<file path="config.mk">
export PLATFORM = sky130hd
export DESIGN_NAME = pc_recovery_ctrl_flat
export DESIGN_NICKNAME = d
export VERILOG_FILES = /design/src/rtl/pc_recovery_ctrl_if.sv /design/src/rtl/pc_recovery_ctrl.sv /design/src/flat_wrapper.sv
export SDC_FILE = /design/constraint.sdc
export NUM_CORES = 1
export LEC_CHECK = 0
export CORE_MARGIN = 8
export CORE_UTILIZATION = 42
export CTS_BUF_LIST = sky130_fd_sc_hd__clkbuf_4 sky130_fd_sc_hd__clkbuf_8
export CTS_CLUSTER_DIAMETER = 40
export DETAILED_ROUTE_END_ITERATION = 7
export GPL_TIMING_DRIVEN = 0
export PLACE_DENSITY = 0.79
export SYNTH_ARGS = -nofsm -noshare
export SYNTH_HDL_FRONTEND = slang
export SYNTH_SLANG_ARGS = --single-unit
</file>
<file path="constraint.sdc">
create_clock -name clk -period 2.03 [get_ports clk]
set_clock_uncertainty 0.1 [all_clocks]
set_input_delay 0.406 -clock clk [delete_from_list [all_inputs] [get_ports clk]]
set_output_delay 0.406 -clock clk [all_outputs]
set_load 0.01 [all_outputs]
</file>
<file path="src/rtl/pc_recovery_ctrl_if.sv">
// Voter-side and core-side signals of the PC rollback/recovery controller.
// The controller is the slave; whoever drives the voter signals is the master.
interface pc_recovery_ctrl_if #(
  parameter int XLEN   = 32,
  parameter int FCNT_W = 8
);
  logic [2:0]        voter_state;
  logic [XLEN-1:0]   pc_voter_output;
  logic              pc_valid;
  logic [XLEN-1:0]   pc_top;
  logic              recovery_data_memwrite_sel;
  logic              data_recovery_sel;
  logic              recovery_busy;
  logic              recovery_fail;
  logic [FCNT_W-1:0] fault_count;

  modport master (
    output voter_state, pc_voter_output, pc_valid,
    input  pc_top, recovery_data_memwrite_sel, data_recovery_sel,
    input  recovery_busy, recovery_fail, fault_count
  );

  modport slave (
    input  voter_state, pc_voter_output, pc_valid,
    output pc_top, recovery_data_memwrite_sel, data_recovery_sel,
    output recovery_busy, recovery_fail, fault_count
  );
endinterface

</file>
<file path="src/rtl/pc_recovery_ctrl.sv">
// Rollback controller: keeps the rd fields of the last DEPTH voted words and replays
// them as `lw rd,0(rd)` loads on a voter fault. `PC_RECOVERY_RD_FILTER_EN skips rd=0 entries.
module pc_recovery_ctrl #(
  parameter int XLEN      = 32,
  parameter int DEPTH     = 4,
  parameter int MAX_RETRY = 2,
  parameter int FCNT_W    = 8
) (
  input  logic                clk,
  input  logic                rst,
  pc_recovery_ctrl_if.slave   bus
);
  localparam int PW = $clog2(DEPTH);
  localparam int CW = PW + 1;
  localparam int RW = (MAX_RETRY > 1) ? $clog2(MAX_RETRY) : 1;

  typedef enum logic [1:0] {S_IDLE, S_REPLAY, S_CHECK, S_FAIL} state_t;

  state_t            state_q, state_d;
  logic [PW-1:0]     wr_ptr_q, wr_ptr_d;
  logic [PW-1:0]     rd_ptr_q, rd_ptr_d;
  logic [CW-1:0]     count_q, count_d;
  logic [CW-1:0]     rem_q, rem_d;
  logic [RW-1:0]     retry_cnt_q, retry_cnt_d;
  logic [FCNT_W-1:0] fault_count_q, fault_count_d;

  // Only rd matters for the replayed load, so that is all the history keeps.
  logic [4:0]        hist_mem [DEPTH];
  logic              push;
  logic [DEPTH-1:0]  keep_vec;
  logic              found;
  logic              more;
  logic [PW-1:0]     sel_idx;
  logic [CW-1:0]     skip;
  logic [4:0]        sel_rd;
  logic [PW-1:0]     oldest;
  logic              voter_fault;
  logic              replay_drive;

  genvar gi;
  generate
    for (gi = 0; gi < DEPTH; gi++) begin : g_keep
`ifdef PC_RECOVERY_RD_FILTER_EN
      assign keep_vec[gi] = |hist_mem[gi];
`else
      assign keep_vec[gi] = 1'b1;
`endif
    end
  endgenerate

  assign voter_fault = (bus.voter_state == 3'b000);
  assign oldest      = wr_ptr_q - count_q[PW-1:0];

  // Scan-ahead over the not-yet-replayed entries: first kept one is output now,
  // 'more' tells whether another kept entry follows it in this pass.
  always_comb begin
    found   = 1'b0;
    more    = 1'b0;
    sel_idx = rd_ptr_q;
    skip    = '0;
    for (int i = 0; i < DEPTH; i++) begin
      if ((CW'(i) < rem_q) && keep_vec[rd_ptr_q + PW'(i)]) begin
        if (!found) begin
          found   = 1'b1;
          sel_idx = rd_ptr_q + PW'(i);
          skip    = CW'(i);
        end else begin
          more = 1'b1;
        end
      end
    end
  end

  always_comb begin
    state_d       = state_q;
    wr_ptr_d      = wr_ptr_q;
    rd_ptr_d      = rd_ptr_q;
    count_d       = count_q;
    rem_d         = rem_q;
    retry_cnt_d   = retry_cnt_q;
    fault_count_d = fault_count_q;
    push          = 1'b0;
    case (state_q)
      S_IDLE: begin
        if (voter_fault) begin
          if (fault_count_q != '1) fault_count_d = fault_count_q + FCNT_W'(1);
          retry_cnt_d = '0;
          rd_ptr_d    = oldest;
          rem_d       = count_q;
          state_d     = (count_q != '0) ? S_REPLAY : S_CHECK;
        end else if (bus.pc_valid) begin
          push     = 1'b1;
          wr_ptr_d = wr_ptr_q + PW'(1);
          if (count_q != CW'(DEPTH)) count_d = count_q + CW'(1);
        end
      end
      S_REPLAY: begin
        if (found) begin
          rd_ptr_d = sel_idx + PW'(1);
          rem_d    = rem_q - skip - CW'(1);
          if (!more) state_d = S_CHECK;
        end else begin
          state_d = S_CHECK;
        end
      end
      S_CHECK: begin
        if (!voter_fault) begin
          state_d = S_IDLE;
        end else if (retry_cnt_q == RW'(MAX_RETRY - 1)) begin
          state_d = S_FAIL;
        end else begin
          retry_cnt_d = retry_cnt_q + RW'(1);
          rd_ptr_d    = oldest;
          rem_d       = count_q;
          state_d     = (count_q != '0) ? S_REPLAY : S_CHECK;
        end
      end
      default: state_d = S_FAIL;
    endcase
  end

  always_ff @(posedge clk or posedge rst) begin
    if (rst) begin
      state_q       <= S_IDLE;
      wr_ptr_q      <= '0;
      rd_ptr_q      <= '0;
      count_q       <= '0;
      rem_q         <= '0;
      retry_cnt_q   <= '0;
      fault_count_q <= '0;
    end else begin
      state_q       <= state_d;
      wr_ptr_q      <= wr_ptr_d;
      rd_ptr_q      <= rd_ptr_d;
      count_q       <= count_d;
      rem_q         <= rem_d;
      retry_cnt_q   <= retry_cnt_d;
      fault_count_q <= fault_count_d;
    end
  end

  // History storage needs no reset: count_q marks which entries are live.
  always_ff @(posedge clk) begin
    if (push) hist_mem[wr_ptr_q] <= bus.pc_voter_output[11:7];
  end

  assign sel_rd       = hist_mem[sel_idx];
  assign replay_drive = (state_q == S_REPLAY) && found;

  assign bus.pc_top = replay_drive
                    ? XLEN'({12'b0, sel_rd, 3'b010, sel_rd, 7'b0000011})
                    : bus.pc_voter_output;
  assign bus.recovery_data_memwrite_sel = replay_drive;
  assign bus.data_recovery_sel          = replay_drive;
  assign bus.recovery_busy              = (state_q == S_REPLAY) || (state_q == S_CHECK);
  assign bus.recovery_fail              = (state_q == S_FAIL);
  assign bus.fault_count                = fault_count_q;
endmodule

</file>
<file path="src/flat_wrapper.sv">
// flat-port wrapper written by rule: the top's interface ports become plain ports
module pc_recovery_ctrl_flat 
#(
  parameter int XLEN      = 32,
  parameter int DEPTH     = 4,
  parameter int MAX_RETRY = 2,
  parameter int FCNT_W    = 8
)
  (clk, rst, bus_voter_state, bus_pc_voter_output, bus_pc_valid, bus_pc_top, bus_recovery_data_memwrite_sel, bus_data_recovery_sel, bus_recovery_busy, bus_recovery_fail, bus_fault_count);
  pc_recovery_ctrl_if #(.XLEN(XLEN), .FCNT_W(FCNT_W)) bus_i ();
  input  logic clk;
  input  logic rst;
  input wire logic [$bits(bus_i.voter_state)-1:0] bus_voter_state;
  input wire logic [$bits(bus_i.pc_voter_output)-1:0] bus_pc_voter_output;
  input wire logic [$bits(bus_i.pc_valid)-1:0] bus_pc_valid;
  output wire logic [$bits(bus_i.pc_top)-1:0] bus_pc_top;
  output wire logic [$bits(bus_i.recovery_data_memwrite_sel)-1:0] bus_recovery_data_memwrite_sel;
  output wire logic [$bits(bus_i.data_recovery_sel)-1:0] bus_data_recovery_sel;
  output wire logic [$bits(bus_i.recovery_busy)-1:0] bus_recovery_busy;
  output wire logic [$bits(bus_i.recovery_fail)-1:0] bus_recovery_fail;
  output wire logic [$bits(bus_i.fault_count)-1:0] bus_fault_count;
  assign bus_i.voter_state = bus_voter_state;
  assign bus_i.pc_voter_output = bus_pc_voter_output;
  assign bus_i.pc_valid = bus_pc_valid;
  assign bus_pc_top = bus_i.pc_top;
  assign bus_recovery_data_memwrite_sel = bus_i.recovery_data_memwrite_sel;
  assign bus_data_recovery_sel = bus_i.data_recovery_sel;
  assign bus_recovery_busy = bus_i.recovery_busy;
  assign bus_recovery_fail = bus_i.recovery_fail;
  assign bus_fault_count = bus_i.fault_count;
  pc_recovery_ctrl #(.XLEN(XLEN), .DEPTH(DEPTH), .MAX_RETRY(MAX_RETRY), .FCNT_W(FCNT_W)) u_core (.clk(clk), .rst(rst), .bus(bus_i));
endmodule
</file>
After elaboration in Yosys (flattened, before gate mapping)
Memory sizes are Yosys's and may differ from the RTL's.
Index checks and enable logic that the tools add are counted.
{"block": "totals", "ram_bits": 20, "input_bits": 38, "memories": 1, "reg_bits": 21, "word_cells": 112, "output_inout_bits": 44}
{"block": "classes", "mux": 57, "bitwise_logic": 1, "n_addsub": 11, "order_cmp": 8, "eq_ne": 10, "n_reduce_logical": 17}
{"name": "u_core.hist_mem", "depth": 4, "width": 5, "rd": 1, "rd_ports_with_merged_regs": 0, "write_ports": 1, "line": "pc_recovery_ctrl.sv:28", "text": "logic [4:0] hist_mem [DEPTH];"}
{"op": "2-bit 2-to-1 mux", "count": 16}
{"op": "32-bit 2-to-1 mux", "count": 1}
{"op": "3-bit 2-to-1 mux", "count": 9}
{"op": "1-bit 2-to-1 mux", "count": 23}
{"op": "2-bit by 3-bit less-than comparator with 1-bit output, second input constant", "count": 4}
{"op": "2-bit case mux with 3 select lines", "count": 2}
{"op": "3-bit case mux with 3 select lines", "count": 1}
{"op": "3-bit AND reduction", "count": 3}
{"op": "8-bit by 1-bit adder with 8-bit output, second input constant", "count": 1}
{"op": "1-bit binary-select mux with 2-bit select", "count": 4}
{"op": "8-bit inequality test, second input constant", "count": 1}
{"op": "2-bit by 1-bit adder with 2-bit output, second input constant", "count": 3}
{"op": "1-bit by 3-bit less-than comparator with 1-bit output, first input constant", "count": 2}
{"op": "2-bit by 3-bit less-than comparator with 1-bit output, first input constant", "count": 2}
{"op": "2-bit by 1-bit inequality test with 1-bit output, second input constant", "count": 3}
{"op": "3-bit inequality test, second input constant", "count": 2}
{"op": "3-bit nonzero test", "count": 2}
{"op": "1-bit logical AND", "count": 5}
{"op": "5-bit AND reduction", "count": 1}
{"op": "2-bit adder, second input constant", "count": 2}
{"op": "2-bit equality test, second input constant", "count": 2}
{"op": "4-bit AND reduction", "count": 1}
{"op": "3-bit by 1-bit adder with 3-bit output, second input constant", "count": 1}
{"op": "3-bit logical NOT", "count": 1}
{"op": "12 further kinds", "count": 12}

Depth between registers and ports, before layout
Gate-level depths: netlist of run 1.
{"block": "depth", "word_depth": 14, "depth_mapped": 7, "depth_no_buf": 6}

Least setup slack after synthesis of run 1
OpenSTA, ideal clock, no wires.
{"block": "synth_timing", "path_type": "reg-to-reg", "start": "register u_core.state_q[0]", "end": "register u_core.count_q[1]", "setup_ps": 125, "setup_slack_ps": 81, "t_required_ps": 1805, "arrival_time_ps": 1724, "path_buffers": 0, "period_less_slack_ps": 1949, "path_stages_with_launch": 7, "cell_sequence": "dfrtp_1 inv_1 ha_1 inv_1 nor3b_2 a21boi_2 mux2_2"}
{"block": "synth_between", "elab_chain_cells": 2}
{"element": "start, declared", "line": "pc_recovery_ctrl.sv:19", "text": "state_t state_q, state_d;"}
{"element": "start signal, assigned", "line": "pc_recovery_ctrl.sv:132", "text": "state_q <= state_d;"}
{"element": "2-bit logical NOT", "line": "pc_recovery_ctrl.sv:83", "text": "case (state_q)"}
{"element": "4-bit AND reduction (no source line)"}
{"element": "end signal, assigned", "line": "pc_recovery_ctrl.sv:135", "text": "count_q <= count_d;"}
{"element": "end, declared", "line": "pc_recovery_ctrl.sv:22", "text": "logic [CW-1:0] count_q, count_d;"}
Every way passes these cells.
A chain may end at the register's enable or synchronous reset.

Worst setup path in the final report of run 1
{"block": "layout_timing", "start": "register u_core.rem_q[1]", "end": "output port bus_pc_top[4]"}
{"block": "layout_between", "elab_chain_cells": 8, "word_cells_on_any_way": 14, "classes_between": "order compare (4); mux (5); reduce/logical (5)"}
{"element": "start, declared", "line": "pc_recovery_ctrl.sv:23", "text": "logic [CW-1:0] rem_q, rem_d;"}
{"element": "start signal, assigned", "line": "pc_recovery_ctrl.sv:136", "text": "rem_q <= rem_d;"}
{"element": "1-bit by 3-bit less-than comparator with 1-bit output", "line": "pc_recovery_ctrl.sv:62", "text": "if ((CW'(i) < rem_q) && keep_vec[rd_ptr_q + PW'(i)]) begin"}
{"element": "1-bit logical AND", "line": "pc_recovery_ctrl.sv:62"}
{"element": "1-bit 2-to-1 mux (3 in a row)", "line": "pc_recovery_ctrl.sv:62"}
{"element": "1-bit 2-to-1 mux *", "line": "pc_recovery_ctrl.sv:62"}
{"element": "1-bit logical AND *", "line": "pc_recovery_ctrl.sv:148", "text": "assign replay_drive = (state_q == S_REPLAY) && found;"}
{"element": "32-bit 2-to-1 mux *", "line": "pc_recovery_ctrl.sv:151", "text": "? XLEN'({12'b0, sel_rd, 3'b010, sel_rd, 7'b0000011})"}
{"element": "end, declared", "line": "flat_wrapper.sv:16", "text": "output wire logic [$bits(bus_i.pc_top)-1:0] bus_pc_top;"}
Mark *: on every way between the ends. The rest lies on a longest branch, timed or not.

==> impl_metrics.py, run 1 <==
metrics = {
    "clock_network": {
        "cts_max_level": 2,
        "cts_buffer_depth": 2,
        "cts.clk_slew.worst_paths_ns": 0.08,
        "cts_tree": "yes",
        "cts_root_buf": "clkbuf_8",
        "clock_latency_ns": 0.29,
        "cts_num_sinks": 41,
        "numCtsBuffers": 5,
    },
    "grt": {
        "grt_pass1_vias": 2015,
        "grt_max_degree": 22,
        "gr-total-overflow": 0,
        "grt_pass1_wl_um": 9950,
        "antenna_found_initial": 0,
        "grt_usage": 0.148,
    },
    "synth": {
        "synth_area_um2": 2300,
        "netlist_top_cells_count": "37 x nand2_1, 23 x and2_1, 21 x dfrtp_1, 20 x edfxtp_1, 13 x ha_1",
        "synthArstFlopShare": 0.512,
        "yosysWarnings": 0,
        "avgSynthCellArea_um2": 10.9,
        "synth-main-ff-cell": "dfrtp_1",
        "synth_top_area_frac": 0.261,
        "yosysMostFrequentCell": "nand2_1",
        "syn_inst": 211,
        "yosysSeqAreaShare": 0.489,
        "synth_edf_count": 20,
        "synth.distinct_cells": 43,
        "syn_nets": 263,
        "synthTopCellsByArea": "edfxtp_1 26%, dfrtp_1 23%, ha_1 7.1%",
        "ys_seq_elements": 41,
        "synth.largest_area_cell": "edfxtp_1",
    },
    "power": {
        "ir_worst_vdd_v": 0.000698,
        "leakagePower_nw": 1.57,
        "p_per_area_nw_per_um2": 1370,
        "finalPower_w": 0.00496,
    },
    "layout": {
        "multi_input_area_um2": 1240,
        "seq_area_um2": 1130,
        "diodes": 0,
        "area_growth_pct": 57.4,
        "drive_gt1_frac": 0.399,
        "final_core_util": 0.671,
        "nets": 372,
        "fillers": 427,
    },
    "critical_path": {
        "critPathCapture": "bus_pc_top[4]",
        "cp_max_fo": 5,
        "cpPeakStageDelay_ns": 0.44,
        "cp_slowest_cell": "dfrtp_2",
        "timing.rr.start": "u_core.state_q[1]",
        "path_common_cell": "buf_6",
        "path_class": "reg -> out",
        "r2r-end": "u_core.rem_q[2]",
        "reg2reg_depth": 6,
        "endpoint_kind": "primary output",
        "r2r_slack_ns": 0.08,
        "cp.required_ns": 1.52,
        "cp_top_family": "simple AND/OR/NAND/NOR gates",
        "arrival_ns": 1.65,
        "crit_start": "u_core.rem_q[1]",
        "crit_cells": 6,
        "start_kind": "flop",
        "crit_chain": "nor3_4 -> nand2b_4 -> buf_6 -> clkbuf_16 -> and2_4 -> buf_6",
        "worst-path-buf-inv": 3,
    },
    "placement": {
        "gp_congestion": 0.787,
        "io_buffers": 81,
        "hpwl_um": 4240,
    },
    "hold_path": {
        "hold_path_class": "reg -> reg",
    },
    "drt": {
        "viasPerCell": 4.94,
        "ant_nets": 0,
        "drt_iter0_markers": 136,
        "drc": 0,
        "dr.pass1.iters": 4,
        "vias": 1942,
        "wl_per_cell_um": 15.6,
        "drt_wl_total_um": 6150,
    },
    "run_status": {
        "violations": "setup timing",
        "outcome": "finished with violations",
    },
    "sta": {
        "timing.fmax_mhz": 464,
        "fin_crit_ns": 2.16,
        "finalHoldViolations": 0,
        "worst_slew_margin_rel": 0.448,
        "finalCritPeriodShare": 1.06,
        "finalSetupViolCount": 31,
        "slew_viol_final": 0,
        "setup_tns_ns": -2.31,
        "rsz0062_at_grt": "true",
        "worst_slew_pin_slew_ns": 0.828,
        "setup_ws_ns": -0.126,
    },
    "run": {
        "drv_cap": 0,
    },
    "die": {
        "fp.dieH_um": 90.0,
        "die_w_um": 90.0,
        "num_rows": 27,
        "start_util": 0.426,
        "dieArea_um2": 8110,
        "ioPinCount": 82,
        "core_um2": 5410,
    },
}
==> final cells by class <==
cell class              count  share of cell area
plain buffers               4              0.0131
clock buffers               6              0.0211
clock inverters             2             0.00932
inverters                  13              0.0148
multi-input cells         150               0.343
flip-flops and latches     41               0.312
well taps                  72              0.0249
repair buffers            105               0.262
==> stage by stage <==
stage	area [um^2]	std cells	worst slack (ns)	hold slack, ns
after global routing	3620	393	-0.202	0.445
after floorplan	2300	211	0.0809	0.283
after CTS	3400	387	-0.113	0.429
final	3620	393	-0.126	0.426
after global placement	3200	364	-0.588	0.405
after detailed placement	3200	364	-0.637	0.406
==> flip-flops by register name (all words and copies together), names as in the netlist <==
name	count
u_core.bus.fault_count	8
u_core.count_q	3
u_core.hist_mem	20
u_core.rd_ptr_q	2
u_core.rem_q	3
u_core.retry_cnt_q	1
u_core.state_q	2
u_core.wr_ptr_q	2
==> power breakdown <==
group	switching, W	total (W)	internal (W)
sequential	0.000215	0.00130	0.00108
combinational	0.00136	0.00302	0.00166
clock	0.000264	0.000641	0.000376
==> layer usage <==
metal / up-vias / routed length [um] / GRT usage
li1: 940 / - / -
met5: - / 0 / 0
met4: 0 / 61 / 0.0374
met2: 76 / 2970 / 0.245
met1: 920 / 2750 / 0.183
met3: 6 / 369 / 0.0466
==> timing repair <==
item	in CTS	in global routing
endpoints found under the hold margin	0	0
resized for setup	174	43
gates cloned	1	1
buffers inserted	17	5
endpoints found under the setup margin	60	58
hold buffers	0	0
pin swaps	16	17
==> cell usage in the layout, fill, tap and decap left out, types with 2 or more instances in the layout <==
master and instances:
nor2_1 3, dfrtp_2 3, nand2_2 15, mux4_2 5, dfrtp_1 18, a21oi_1 7
edfxtp_1 20, clkbuf_8 6, inv_1 10, inv_2 2, conb_1 2, clkdlybuf4s50_1 43
nand2b_1 5, buf_6 20, nand2_1 22, dlygate4sd2_1 2, or4_4 2, and4_1 2
buf_2 19, xnor2_1 7, buf_4 18, a31oi_1 4, o21ai_0 4, ha_1 9
or2_2 2, nor3_4 2, and2_2 4, and2_1 9, nor2b_1 2, dlymetal6s2s_1 2
nand3_1 5, and2_4 10, mux2_2 4, a22o_1 2, ha_4 3, and3_1 3
==> worst min-delay path by stage <==
| stage | depth (start not counted) | end | from |
|---|---|---|---|
| after floorplan | 1 | u_core.bus.fault_count[0] | rst |
| after global placement | 1 | u_core.bus.fault_count[0] | u_core.bus.fault_count[0] |
| after detailed placement | 1 | u_core.bus.fault_count[7] | u_core.bus.fault_count[7] |
| after CTS | 1 | u_core.bus.fault_count[7] | u_core.bus.fault_count[7] |
| after global routing | 1 | u_core.bus.fault_count[0] | u_core.bus.fault_count[0] |
| final | 1 | u_core.bus.fault_count[7] | u_core.bus.fault_count[7] |
==> worst register-to-register path: cells and delay by family, from the launching register on <==
family / cells / cell delay, ns
compound gates: 3 / 0.61
simple gates: 1 / 0.43
flops: 1 / 0.41
fa+ha+maj: 1 / 0.16
buf+inv: 1 / 0.14
==> logic make-up after synthesis <==
group                      after synthesis  synth area share
buffers and inverters                   20            0.0342
xor gates and xnor gates                 7            0.0266
other                                    2           0.00326
muxes                                    9            0.0685
adders and majority gates               14            0.0793
AOI/OAI and AO/OA                       29            0.0902
and+or+nand+nor                         89             0.209
DFF                                     41             0.489
Power figures use the tool's default switching activity.
==> inputs of run 2 (changes only) <==
Settings changed: TNS_END_PERCENT set to 20.
==> run 2 against run 1 <==
Against the previous run: the run still ends with setup timing left; sequential share of layout area is 1.2 points higher; clock power is 0.6% lower; power is 5.8% lower; core utilization is 2.5 points lower; sequential cell count stayed put; critical path type unchanged; critical endpoint is now bus_pc_top[10]; largest cell class unchanged; largest power group unchanged.
==> impl_metrics.py, run 2 (same netlist as run 1, synthesis figures left out) <==
metrics = {
    "run_status": {
        "outcome": "finished with violations",
        "violations": "setup timing",
    },
    "critical_path": {
        "cp_max_fo": 5,
        "path_class": "reg -> out",
        "crit_chain": "nor3_4 -> nand2b_4 -> buf_6 -> buf_6 -> nand2_2 -> nand2_1 -> buf_2",
        "path_common_cell": "buf_6",
        "timing.rr.start": "u_core.state_q[1]",
        "worst-path-buf-inv": 3,
        "cp_top_family": "simple AND/OR/NAND/NOR gates",
        "cpPeakStageDelay_ns": 0.44,
        "reg2reg_depth": 6,
        "r2r_slack_ns": 0.07,
        "cp.required_ns": 1.52,
        "cp_slowest_cell": "dfrtp_2",
        "crit_start": "u_core.rem_q[1]",
        "r2r-end": "u_core.rem_q[2]",
        "critPathCapture": "bus_pc_top[10]",
        "crit_cells": 7,
        "arrival_ns": 1.64,
        "start_kind": "flop",
        "endpoint_kind": "primary output",
    },
    "die": {
        "die_w_um": 90.0,
        "start_util": 0.426,
        "dieArea_um2": 8110,
        "ioPinCount": 82,
        "fp.dieH_um": 90.0,
        "core_um2": 5410,
        "num_rows": 27,
    },
    "drt": {
        "vias": 1901,
        "ant_nets": 0,
        "drt_iter0_markers": 92,
        "viasPerCell": 4.91,
        "drc": 0,
        "drt_wl_total_um": 5920,
        "wl_per_cell_um": 15.3,
        "dr.pass1.iters": 5,
    },
    "layout": {
        "drive_gt1_frac": 0.362,
        "area_growth_pct": 51.6,
        "largest_reg_flops": 20,
        "fin_area_um2": 3490,
        "final_cells": 387,
        "top_register": "u_core.hist_mem",
        "mostFrequentLayoutCells": "44 x clkdlybuf4s50_1, 25 x nand2_1, 23 x buf_2",
        "nets": 366,
        "final_common_cell": "clkdlybuf4s50_1",
        "diodes": 0,
    },
    "grt": {
        "antenna_found_initial": 0,
        "grt_pass1_vias": 2019,
        "grt_max_degree": 22,
        "gr-total-overflow": 0,
        "grt_usage": 0.149,
        "grt_pass1_wl_um": 9930,
    },
    "clock_network": {
        "clock_latency_ns": 0.29,
        "numCtsBuffers": 5,
        "cts_tree": "yes",
        "cts_num_sinks": 41,
        "cts_root_buf": "clkbuf_8",
        "cts.clk_slew.worst_paths_ns": 0.08,
        "cts_buffer_depth": 2,
        "cts_hold_buffers": 0,
        "cts_max_level": 2,
    },
    "power": {
        "p_switching_w": 0.00176,
        "switching_share": 0.376,
        "ir_worst_vdd_v": 0.000675,
        "finalPower_w": 0.00468,
        "pwr-share-clk": 0.136,
        "p_per_area_nw_per_um2": 1340,
        "p_comb_frac": 0.588,
        "p_seq_frac": 0.276,
        "leakagePower_nw": 1.50,
        "intPower_w": 0.00292,
    },
    "sta": {
        "worst_slew_pin_slew_ns": 0.827,
        "setup_ws_ns": -0.114,
        "slew_viol_final": 0,
        "finalHoldViolations": 0,
        "fin_crit_ns": 2.14,
        "worst_slew_margin_rel": 0.448,
        "rsz0062_at_grt": "true",
        "timing.fmax_mhz": 467,
        "finalSetupViolCount": 30,
        "finalCritPeriodShare": 1.06,
    },
    "hold_path": {
        "hold_path_class": "reg -> reg",
    },
    "placement": {
        "placed_area_um2": 3200,
        "dp_cells": 364,
        "io_buffers": 81,
        "gp_congestion": 0.787,
        "hpwl_um": 4240,
    },
    "run": {
        "drv_cap": 0,
    },
}
run 2: changes by cell type in the layout (fill, tap and decap cells not counted):
cell / previous run / this run
buf_6: 20 / 13
and2_1: 9 / 14
and2_4: 10 / 5
buf_2: 19 / 23
nand2_1: 22 / 25
nand2_2: 15 / 12
buf_4: 18 / 16
a21boi_2: 0 / 1
a21boi_4: 1 / 0
clkbuf_16: 1 / 0
clkbuf_2: 1 / 2
clkdlybuf4s15_2: 1 / 0
clkdlybuf4s50_1: 43 / 44
dlymetal6s2s_1: 2 / 1
run 2: repair_timing:
item	CTS	global route
cloned	1	0
gates resized for setup	169	29
setup buffers	15	2
hold endpoints to repair	0	0
pin swaps	17	8
setup endpoints to repair	60	60
run 2: area by class of cell:
class	count	area (um^2)
Fill cell	442	1920
Inverter	13	53.8
Clock inverter	2	33.8
Multi-Input combinational cell	150	1210
Tap cell	72	90.1
Timing Repair Buffer	99	843
Clock buffer	6	76.3
Buffer	4	47.5
Sequential cell	41	1130
run 2: power groups by stage:
stage / Sequential (W) / Combinational (W) / Clock, W
after floorplan: 0.00123 / 0.00145 / 0
after global placement: 0.00125 / 0.00237 / 0
after detailed placement: 0.00126 / 0.00243 / 0
after CTS: 0.00128 / 0.00257 / 0.000654
after global routing: 0.00132 / 0.00304 / 0.000690
final: 0.00129 / 0.00275 / 0.000637
run 2: stage by stage:
stage	setup TNS, ns	util	hold slack, ns	setup slack [ns]
3_3_place_gp	-23.73	0.593	0.405	-0.588
5_1_grt	-4.75	0.646	0.445	-0.202
4_1_cts	-1.60	0.624	0.429	-0.122
3_5_place_dp	-26.43	0.593	0.406	-0.637
2_1_floorplan	0	-	0.283	0.0809
6_report	-1.97	0.646	0.426	-0.114
run 2: worst min-delay path by stage:
| stage | startpoint | to | slack (ns) | depth (start not counted) |
|---|---|---|---|---|
| floorplan | rst | u_core.bus.fault_count[0] | 0.28 | 1 |
| global placement | u_core.bus.fault_count[0] | u_core.bus.fault_count[0] | 0.41 | 1 |
| detailed placement | u_core.bus.fault_count[7] | u_core.bus.fault_count[7] | 0.41 | 1 |
| CTS | u_core.bus.fault_count[7] | u_core.bus.fault_count[7] | 0.43 | 1 |
| global route | u_core.bus.fault_count[0] | u_core.bus.fault_count[0] | 0.44 | 1 |
| finish | u_core.bus.fault_count[7] | u_core.bus.fault_count[7] | 0.43 | 1 |
run 2: metal layers:
layer,wire [um],GRT usage,vias to the layer above
li1,-,-,926
met1,2630,0.182,893
met2,2850,0.247,76
met3,382,0.0466,6
met4,59,0.0374,0
met5,0,0,-
